File: src/rtl/psram_qspi_engine.sv
// ----------------------------------------------------------------------------
// psram_qspi_engine
// Serial protocol engine for the PSRAM controller. Takes one transfer at a
// time from the AHB-Lite wrapper (read 0xEB / write 0x38, 24-bit address,
// 1..4 bytes) and generates the QSPI pin sequence.
//
// Ports:
//   HCLK, HRESETn          clock, async active-low reset
//   start, rd_wr, addr,    transfer request and its attributes, sampled
//   size, wdata            together while idle
//   rdata                  packed read data, first byte in [7:0]
//   busy, done             transfer in flight / one-cycle completion pulse
//   sck, ce_n              serial clock (HCLK/2) and chip enable
//   din, dout, douten      quad data pins
//
// state | meaning
// IDLE  | pins parked, waiting for start
// CMD   | 8 command bits on dout[0], MSB first
// ADDR  | 6 address nibbles, high nibble first
// WAIT  | dummy cycles before read data, bus released
// DATA  | 2 nibbles per byte, high nibble first
// DONE  | ce_n high, done pulse
// ----------------------------------------------------------------------------
module psram_qspi_engine #(
    parameter int unsigned WAIT_CYCLES = 6
) (
    input  logic        HCLK,
    input  logic        HRESETn,
    input  logic        start,
    input  logic        rd_wr,
    input  logic [23:0] addr,
    input  logic [2:0]  size,
    input  logic [31:0] wdata,
    output logic [31:0] rdata,
    output logic        busy,
    output logic        done,
    output logic        sck,
    output logic        ce_n,
    input  logic [3:0]  din,
    output logic [3:0]  dout,
    output logic [3:0]  douten
);

    typedef enum logic [2:0] {
        S_IDLE, S_CMD, S_ADDR, S_WAIT, S_DATA, S_DONE
    } state_t;

    state_t      state_q, state_d;
    logic [15:0] k_q, k_d;
    logic        rd_q, rd_d;
    logic [23:0] addr_q, addr_d;
    logic [2:0]  n_q, n_d;
    logic [31:0] wdata_q, wdata_d;
    logic [31:0] rdata_q, rdata_d;

    logic [7:0]  cmd;
    logic [4:0]  aoff;
    logic [4:0]  doff;
    logic [15:0] data_last;

    always_ff @(posedge HCLK or negedge HRESETn) begin
        if (!HRESETn) begin
            state_q <= S_IDLE;
            k_q     <= '0;
            rd_q    <= 1'b0;
            addr_q  <= '0;
            n_q     <= '0;
            wdata_q <= '0;
            rdata_q <= '0;
        end else begin
            state_q <= state_d;
            k_q     <= k_d;
            rd_q    <= rd_d;
            addr_q  <= addr_d;
            n_q     <= n_d;
            wdata_q <= wdata_d;
            rdata_q <= rdata_d;
        end
    end

    always_comb begin
        state_d   = state_q;
        k_d       = k_q + 16'd1;
        rd_d      = rd_q;
        addr_d    = addr_q;
        n_d       = n_q;
        wdata_d   = wdata_q;
        rdata_d   = rdata_q;
        ce_n      = 1'b1;
        sck       = 1'b0;
        dout      = 4'b0000;
        douten    = 4'b0000;
        busy      = 1'b1;
        done      = 1'b0;

        cmd       = rd_q ? 8'hEB : 8'h38;
        // Address nibble a (0..5) sits at bit 20-4a; k[3:1] is the nibble index.
        aoff      = 5'd20 - {k_q[3:1], 2'b00};
        // Data nibble: byte k[4:2], high nibble while k[1]=0.
        doff      = {k_q[4:2], ~k_q[1], 2'b00};
        data_last = {11'd0, n_q, 2'b00} - 16'd1;

        case (state_q)
            S_IDLE: begin
                busy = 1'b0;
                k_d  = '0;
                if (start) begin
                    rd_d    = rd_wr;
                    addr_d  = addr;
                    wdata_d = wdata;
                    n_d     = (size >= 3'd1 && size <= 3'd4) ? size : 3'd4;
                    if (rd_wr) rdata_d = '0;
                    state_d = S_CMD;
                end
            end
            S_CMD: begin
                ce_n    = 1'b0;
                sck     = k_q[0];
                douten  = 4'b1111;
                dout[0] = cmd[~k_q[3:1]];
                if (k_q == 16'd15) begin
                    k_d     = '0;
                    state_d = S_ADDR;
                end
            end
            S_ADDR: begin
                ce_n   = 1'b0;
                sck    = k_q[0];
                douten = 4'b1111;
                dout   = addr_q[aoff +: 4];
                if (k_q == 16'd11) begin
                    k_d     = '0;
                    state_d = (rd_q && WAIT_CYCLES != 0) ? S_WAIT : S_DATA;
                end
            end
            S_WAIT: begin
                ce_n = 1'b0;
                sck  = k_q[0];
                if (k_q == 16'(2 * WAIT_CYCLES - 1)) begin
                    k_d     = '0;
                    state_d = S_DATA;
                end
            end
            S_DATA: begin
                ce_n = 1'b0;
                sck  = k_q[0];
                if (rd_q) begin
                    // Sample on the edge that ends the sck-high phase.
                    if (k_q[0]) rdata_d[doff +: 4] = din;
                end else begin
                    douten = 4'b1111;
                    dout   = wdata_q[doff +: 4];
                end
                if (k_q == data_last) begin
                    k_d     = '0;
                    state_d = S_DONE;
                end
            end
            S_DONE: begin
                done    = 1'b1;
                k_d     = '0;
                state_d = S_IDLE;
            end
            default: begin
                k_d     = '0;
                state_d = S_IDLE;
            end
        endcase
    end

    assign rdata = rdata_q;

endmodule

File: config.mk
export PLATFORM = sky130hd
export DESIGN_NAME = psram_qspi_engine
export DESIGN_NICKNAME = d
export VERILOG_FILES = /design/src/rtl/psram_qspi_engine.sv
export SDC_FILE = /design/constraint.sdc
export NUM_CORES = 1
export LEC_CHECK = 0
export CORE_MARGIN = 5
export CORE_UTILIZATION = 65
export CTS_BUF_LIST = sky130_fd_sc_hd__clkbuf_8
export DETAILED_ROUTE_END_ITERATION = 8
export DONT_BUFFER_PORTS = 1
export PLACE_DENSITY = 0.8
export SLEW_MARGIN = 20
export SYNTH_ARGS = -nofsm -noshare
export SYNTH_HDL_FRONTEND = slang
export SYNTH_SLANG_ARGS = --single-unit
File: constraint.sdc
create_clock -name HCLK -period 4.9 [get_ports HCLK]
set_clock_uncertainty 0.1 [all_clocks]
set_input_delay 0 -clock HCLK [delete_from_list [all_inputs] [get_ports HCLK]]
set_output_delay 0 -clock HCLK [all_outputs]
set_load 0.01 [all_outputs]
### After elaboration in Yosys (flattened, before gate mapping)

Cells that the tools add are included.

* memory bits (writable): 0
* bits in registers: 111
* bits in read-only memories: 0
* bits of input ports: 67
* memories kept: 0
* output and inout bits: 44
* latch bits: 0
* word-level logic and storage cells: 75

* multiply operators: 0
* divide/modulo/power cells: 0
* reduce and logical (&&, ||, !) cells: 9
* bitwise gates (word level): 2
* magnitude comparators: 3
* equality and inequality tests: 16
* multiplexer cells: 30
* add/subtract/negate cells: 4
* shift operators: 4

Operator list (count)
* 32-bit two-way mux: 4
* 32-bit case mux with 2 select lines: 1
* 16-bit two-way mux: 3
* 16-bit case mux with 3 select lines: 1
* 32-bit bitwise mux: 1
* 16-bit by 4-bit == test with 1-bit output, second input constant: 2
* 4-bit by 7-bit variable shift with 32-bit output, first input constant: 1
* 32-bit by 6-bit indexed part select with 4-bit output: 1
* 4-bit by 7-bit indexed part select with 32-bit output: 1
* 24-bit by 6-bit indexed part select with 4-bit output: 1
* 3-bit two-way mux: 7
* 16-bit by 1-bit adder with 16-bit output, second input constant: 1
* 16-bit == test: 1
* 2-bit inequality test, second input constant: 8
* 3-bit case mux with 5 select lines: 1
* 5-bit AND reduction: 2
* 4-bit two-way mux: 2
* 8-bit two-way mux: 1
* 4-bit case mux with 2 select lines: 1
* 5-bit negation with 7-bit output: 1
* 3-bit by 2-bit == test with 1-bit output, second input constant: 2
* 3-bit == test, second input constant: 2
* 3-bit case mux with 2 select lines: 1
* 5-bit by 1-bit subtractor with 6-bit output, second input constant: 1
* other kinds (16): 21

### Logic depth before layout (Yosys ltp)

* depth in word-level cells: 7
* mapped depth: 9
* gate-level depth less buffers: 8

### Least setup slack after synthesis

No wires, ideal clock.

* kind: register to register
* start point: reg k_q[2]
* end point: reg rdata_q[0], in the netlist rdata[0]
* required time: 4.679 ns
* slack: 2.333 ns
* setup time: 0.121 ns
* period minus slack after synthesis: 2.567 ns
* path buffers: 1
* data arrival time: 2.346 ns
* cell stages (with the launch flop): 9
* cell sequence: dfrtp_1 clkbuf_1 clkinv_1 ha_1 ha_1 nor4bb_1 nand2_1 a22o_1 a22o_1

* longest elaborated chain between the ends: 6
* elaborated cells between the ends (all ways): 7
* classes of those cells: 1 x add/sub; 2 x shift; 4 x mux

Ends and longest elaborated chain
* start, declared: line 49 `logic [15:0] k_q, k_d;`
* start signal, assigned: line 72 `k_q <= k_d;`
* 5-bit negation with 7-bit output (*): line 149 `if (k_q[0]) rdata_d[doff +: 4] = din;`
* 4-bit by 7-bit indexed part select with 32-bit output or 4-bit by 7-bit variable shift with 32-bit output (tied branches): line 149
* 32-bit bitwise mux (*): line 149
* 32-bit two-way mux (*): line 149
* 32-bit two-way mux (*): line 147 `if (rd_q) begin`
* 32-bit case mux with 2 select lines (*): line 103 `case (state_q)`
* end signal, assigned: line 77 `rdata_q <= rdata_d;`
* end, declared: line 54 `logic [31:0] rdata_q, rdata_d;`

Mark *: on every way between the ends. The rest lies on a longest branch, timed or not. The select of a mux whose other input is x is not followed.
A chain may end at the register's enable or synchronous reset.

### Worst setup path after layout

* start point: reg k_q[2]
* end point: out dout[0]

* longest elaborated chain between the ends: 4
* elaborated cells between the ends (all ways): 8
* classes of those cells: 1 x add/sub; 2 x shift; 4 x mux; 1 x bitwise

Ends and longest elaborated chain
* parallel branches: the longest is 3 deep, another holds 5-bit subtractor
* 1-bit case mux with 3 select lines (*): line 103
* end, declared: line 40 `output logic [3:0] dout,`

Every way passes the cells marked *. The select of a mux whose other input is x is not followed.

==> impl_metrics.csv <==
group,metric,value,unit
grt,track_usage,0.274,
yosys,yosysSeqAreaShare,0.513,
power_and_ir_drop,p_leak,2.77,nW
grt,antenna_found_initial,1,
route,vias_per_cell,6.43,
route,routedWlPerCell,21.7,microns
yosys,syn_inst,437,
floorplanning,dieArea,0.0103,sq mm
yosys,synthFlopType,"dfrtp_1",
floorplanning,fp.dieH,101,microns
power_and_ir_drop,seqPwrFrac,0.455,
sta,fin_crit,3120,ps
clock_network,cts-hold-fix-buffers,68,
clock_network,post_cts_buffers,0,
power_and_ir_drop,ir_drop,0.000335,V
yosys,ys_types,48,
floorplanning,floorplan.initialDensity,0.662,
power_and_ir_drop,p_int,1.91,mW
sta,fin_crit_sh,0.637,
sta,hold_slack,109,ps
floorplanning,fp.dieW,101,microns
worst_setup_path,crit_required,4800,ps
floorplanning,core_area,0.00818,sq mm
grt,overflow,0,
sta,finalHoldViolations,0,
worst_hold_path,hold_path.class,"in -> async",
yosys,syn_area_per_cell,12.4,sq um
route,first_pass_iters,4,
worst_setup_path,crit_start,"k_q[2]",
clock_network,cts_tree,"done",
power_and_ir_drop,p_comb_frac,0.311,
clock_network,cts_buffer_depth,2,
placed_design,hpwl,7820,microns
route,ant_nets,0,
grt,grt_pass1_vias,3904,
power_and_ir_drop,p_sw,939,uW
floorplanning,ioPinCount,111,
clock_network,numCtsBuffers,9,
sta,setup_ws,1780,ps
finish,syn_to_final_growth,18.4,%
run_status,outcome,"completed",
power_and_ir_drop,power.total,2.85,mW
sta,tightest_slew,846,ps
finish,final_area,0.00641,sq mm
clock_network,cts.clk_slew.worst_paths,120,ps
clock_network,clock_latency,400,ps
route,routed_wl,13100,microns
yosys,synth_most_common_cell,"dfrtp_1",
finish,fillers,486,
placed_design,dp_slack,2120,ps
placed_design,place.port_buffers,0,
clock_network,cts_root_buf,"clkbuf_8",
sta,maxSlewViolCount,0,
yosys,ys_warn_count,0,
clock_network,post_cts_resized,0,
job,maxCapViolCount,0,
yosys,yosysTopAreaCell,"dfrtp_1",
yosys,synth_edf_count,0,
sta,finalSetupViolCount,0,
sta,max_freq,0.320,GHz
sta,timing.slew.headroom,0.432,
yosys,synth-async-reset-ratio,1.00,
sta,rsz0062_at_grt,"no",
yosys,synth.top_cell.area_share,0.513,
worst_setup_path,cp.arrival,3020,ps
power_and_ir_drop,p_sw_frac,0.330,
sta,finalSetupTns,0,ps
finish,fin_nets,568,
worst_setup_path,r2r_start,"k_q[2]",
worst_setup_path,worstSetupPathType,"reg -> out",
worst_setup_path,worst_setup_path_start_kind,"register",
route,drc_errors,0,
power_and_ir_drop,p_clk_frac,0.234,
worst_setup_path,cp-end-kind,"primary output",
worst_setup_path,cp_max_fo,12,
placed_design,globalplace.congestion,0.834,
yosys,syn_area,0.00542,sq mm
route,drt_iter0_markers,240,
finish,layout-drive-gt1-share,0.197,
floorplanning,rows,33,
placed_design,placed_cell_area,0.00546,sq mm
power_and_ir_drop,power.density,444,mW/mm^2
grt,grt_pass1_wl,21400,microns
yosys,ys_top_cells_by_count,"dfrtp_1 (111), a22o_1 (60), mux2_2 (56)",
grt,grt_max_degree,112,
yosys,yosys-top-cells-area,"dfrtp_1 (51%), mux2_2 (12%), a22o_1 (9.7%)",
route,vias,3882,
clock_network,cts-htree-levels,3,
yosys,ys_ff_latch,111,
yosys,synth_fp_nets,512,
clock_network,cts_sinks,111,
==> critical path: stages, from the launching register on <==
cell and delay (ps):
dfrtp_1 670, clkinv_1 430, ha_1 550, mux4_2 360
a21oi_1 180, o22ai_1 100, or2_2 340
==> power by group through the flow <==
stage / registers (mW) / logic [mW] / clock network, mW
after floorplan: 1.25 / 0.688 / 0
after global placement: 1.27 / 0.754 / 0
after detailed placement: 1.29 / 0.777 / 0
after CTS: 1.27 / 0.847 / 0.672
after global routing: 1.32 / 0.963 / 0.712
final: 1.29 / 0.884 / 0.667
==> stage by stage <==
step / std cells / utilization
CTS: 603 / 0.783
floorplan: 437 / -
detailed placement: 519 / 0.667
global placement: 519 / 0.667
global route: 604 / 0.784
finish: 604 / 0.784
==> cells in the final DEF (no fill, tap or decap), types with 5 or more instances in the layout <==
master / synthesis / routed
dlygate4sd3_1: 0 / 67
nand3_1: 6 / 6
xor2_1: 13 / 13
nor2_1: 38 / 38
mux4_2: 12 / 12
dfrtp_1: 111 / 111
o21ai_0: 9 / 8
mux2_2: 56 / 56
ha_1: 8 / 8
mux2i_1: 10 / 10
nand2_1: 21 / 21
inv_1: 6 / 6
a21oi_1: 5 / 5
xnor2_1: 6 / 6
clkbuf_8: 0 / 10
a22o_1: 60 / 60
==> kinds of logic after synthesis <==
kind of cell,after synthesis,share of synthesized area
DFF,111,0.513
and+or+nand+nor,99,0.0929
AOI/OAI and AO/OA,87,0.131
muxes,78,0.185
buffers and inverters,35,0.0293
xor gates and xnor gates,19,0.0307
adders and majority gates,8,0.0185
==> flip-flops by register name, indices dropped and copies added, names as in the netlist <==
signal / count
n_q: 3
addr_q: 24
rd_q: 1
wdata_q: 32
k_q: 16
rdata: 32
state_q: 3
==> cell type report <==
cell class                 instances  area [sq um]  share of cell area
sequential                       111          2780               0.433
timing repair buffer              72           728               0.114
antenna                            1          2.50            0.000390
inverter                           8          30.0             0.00468
multi-input combinational        291          2490               0.389
clock buffer                      10           138              0.0215
clock inverter                     6           110              0.0172
tap                              105           131              0.0205
==> path summary, 6_finish.rpt <==
| kind | endpoint | cells past startpoint | slack, ps |
|---|---|---|---|
| max | dout[0] | 6 | 1780 |
| min in group HCLK | wdata_q[30] | 2 | 180 |
| min reg2reg | wdata_q[30] | 1 | 410 |
| max in group asynchronous | rdata[5] | 2 | 4190 |
| max reg2reg | rdata[2] | 8 | 2040 |
| min | n_q[1] | 2 | 110 |
==> layer usage <==
metal | vias up | wire, microns | global-route usage
met2 | 181 | 6630 | 0.430
met3 | 33 | 1010 | 0.0792
met1 | 1945 | 5030 | 0.356
met4 | 0 | 462 | 0.122
met5 | - | 0 | 0
li1 | 1723 | - | -
No activity file was read; power rests on OpenSTA's default activity.
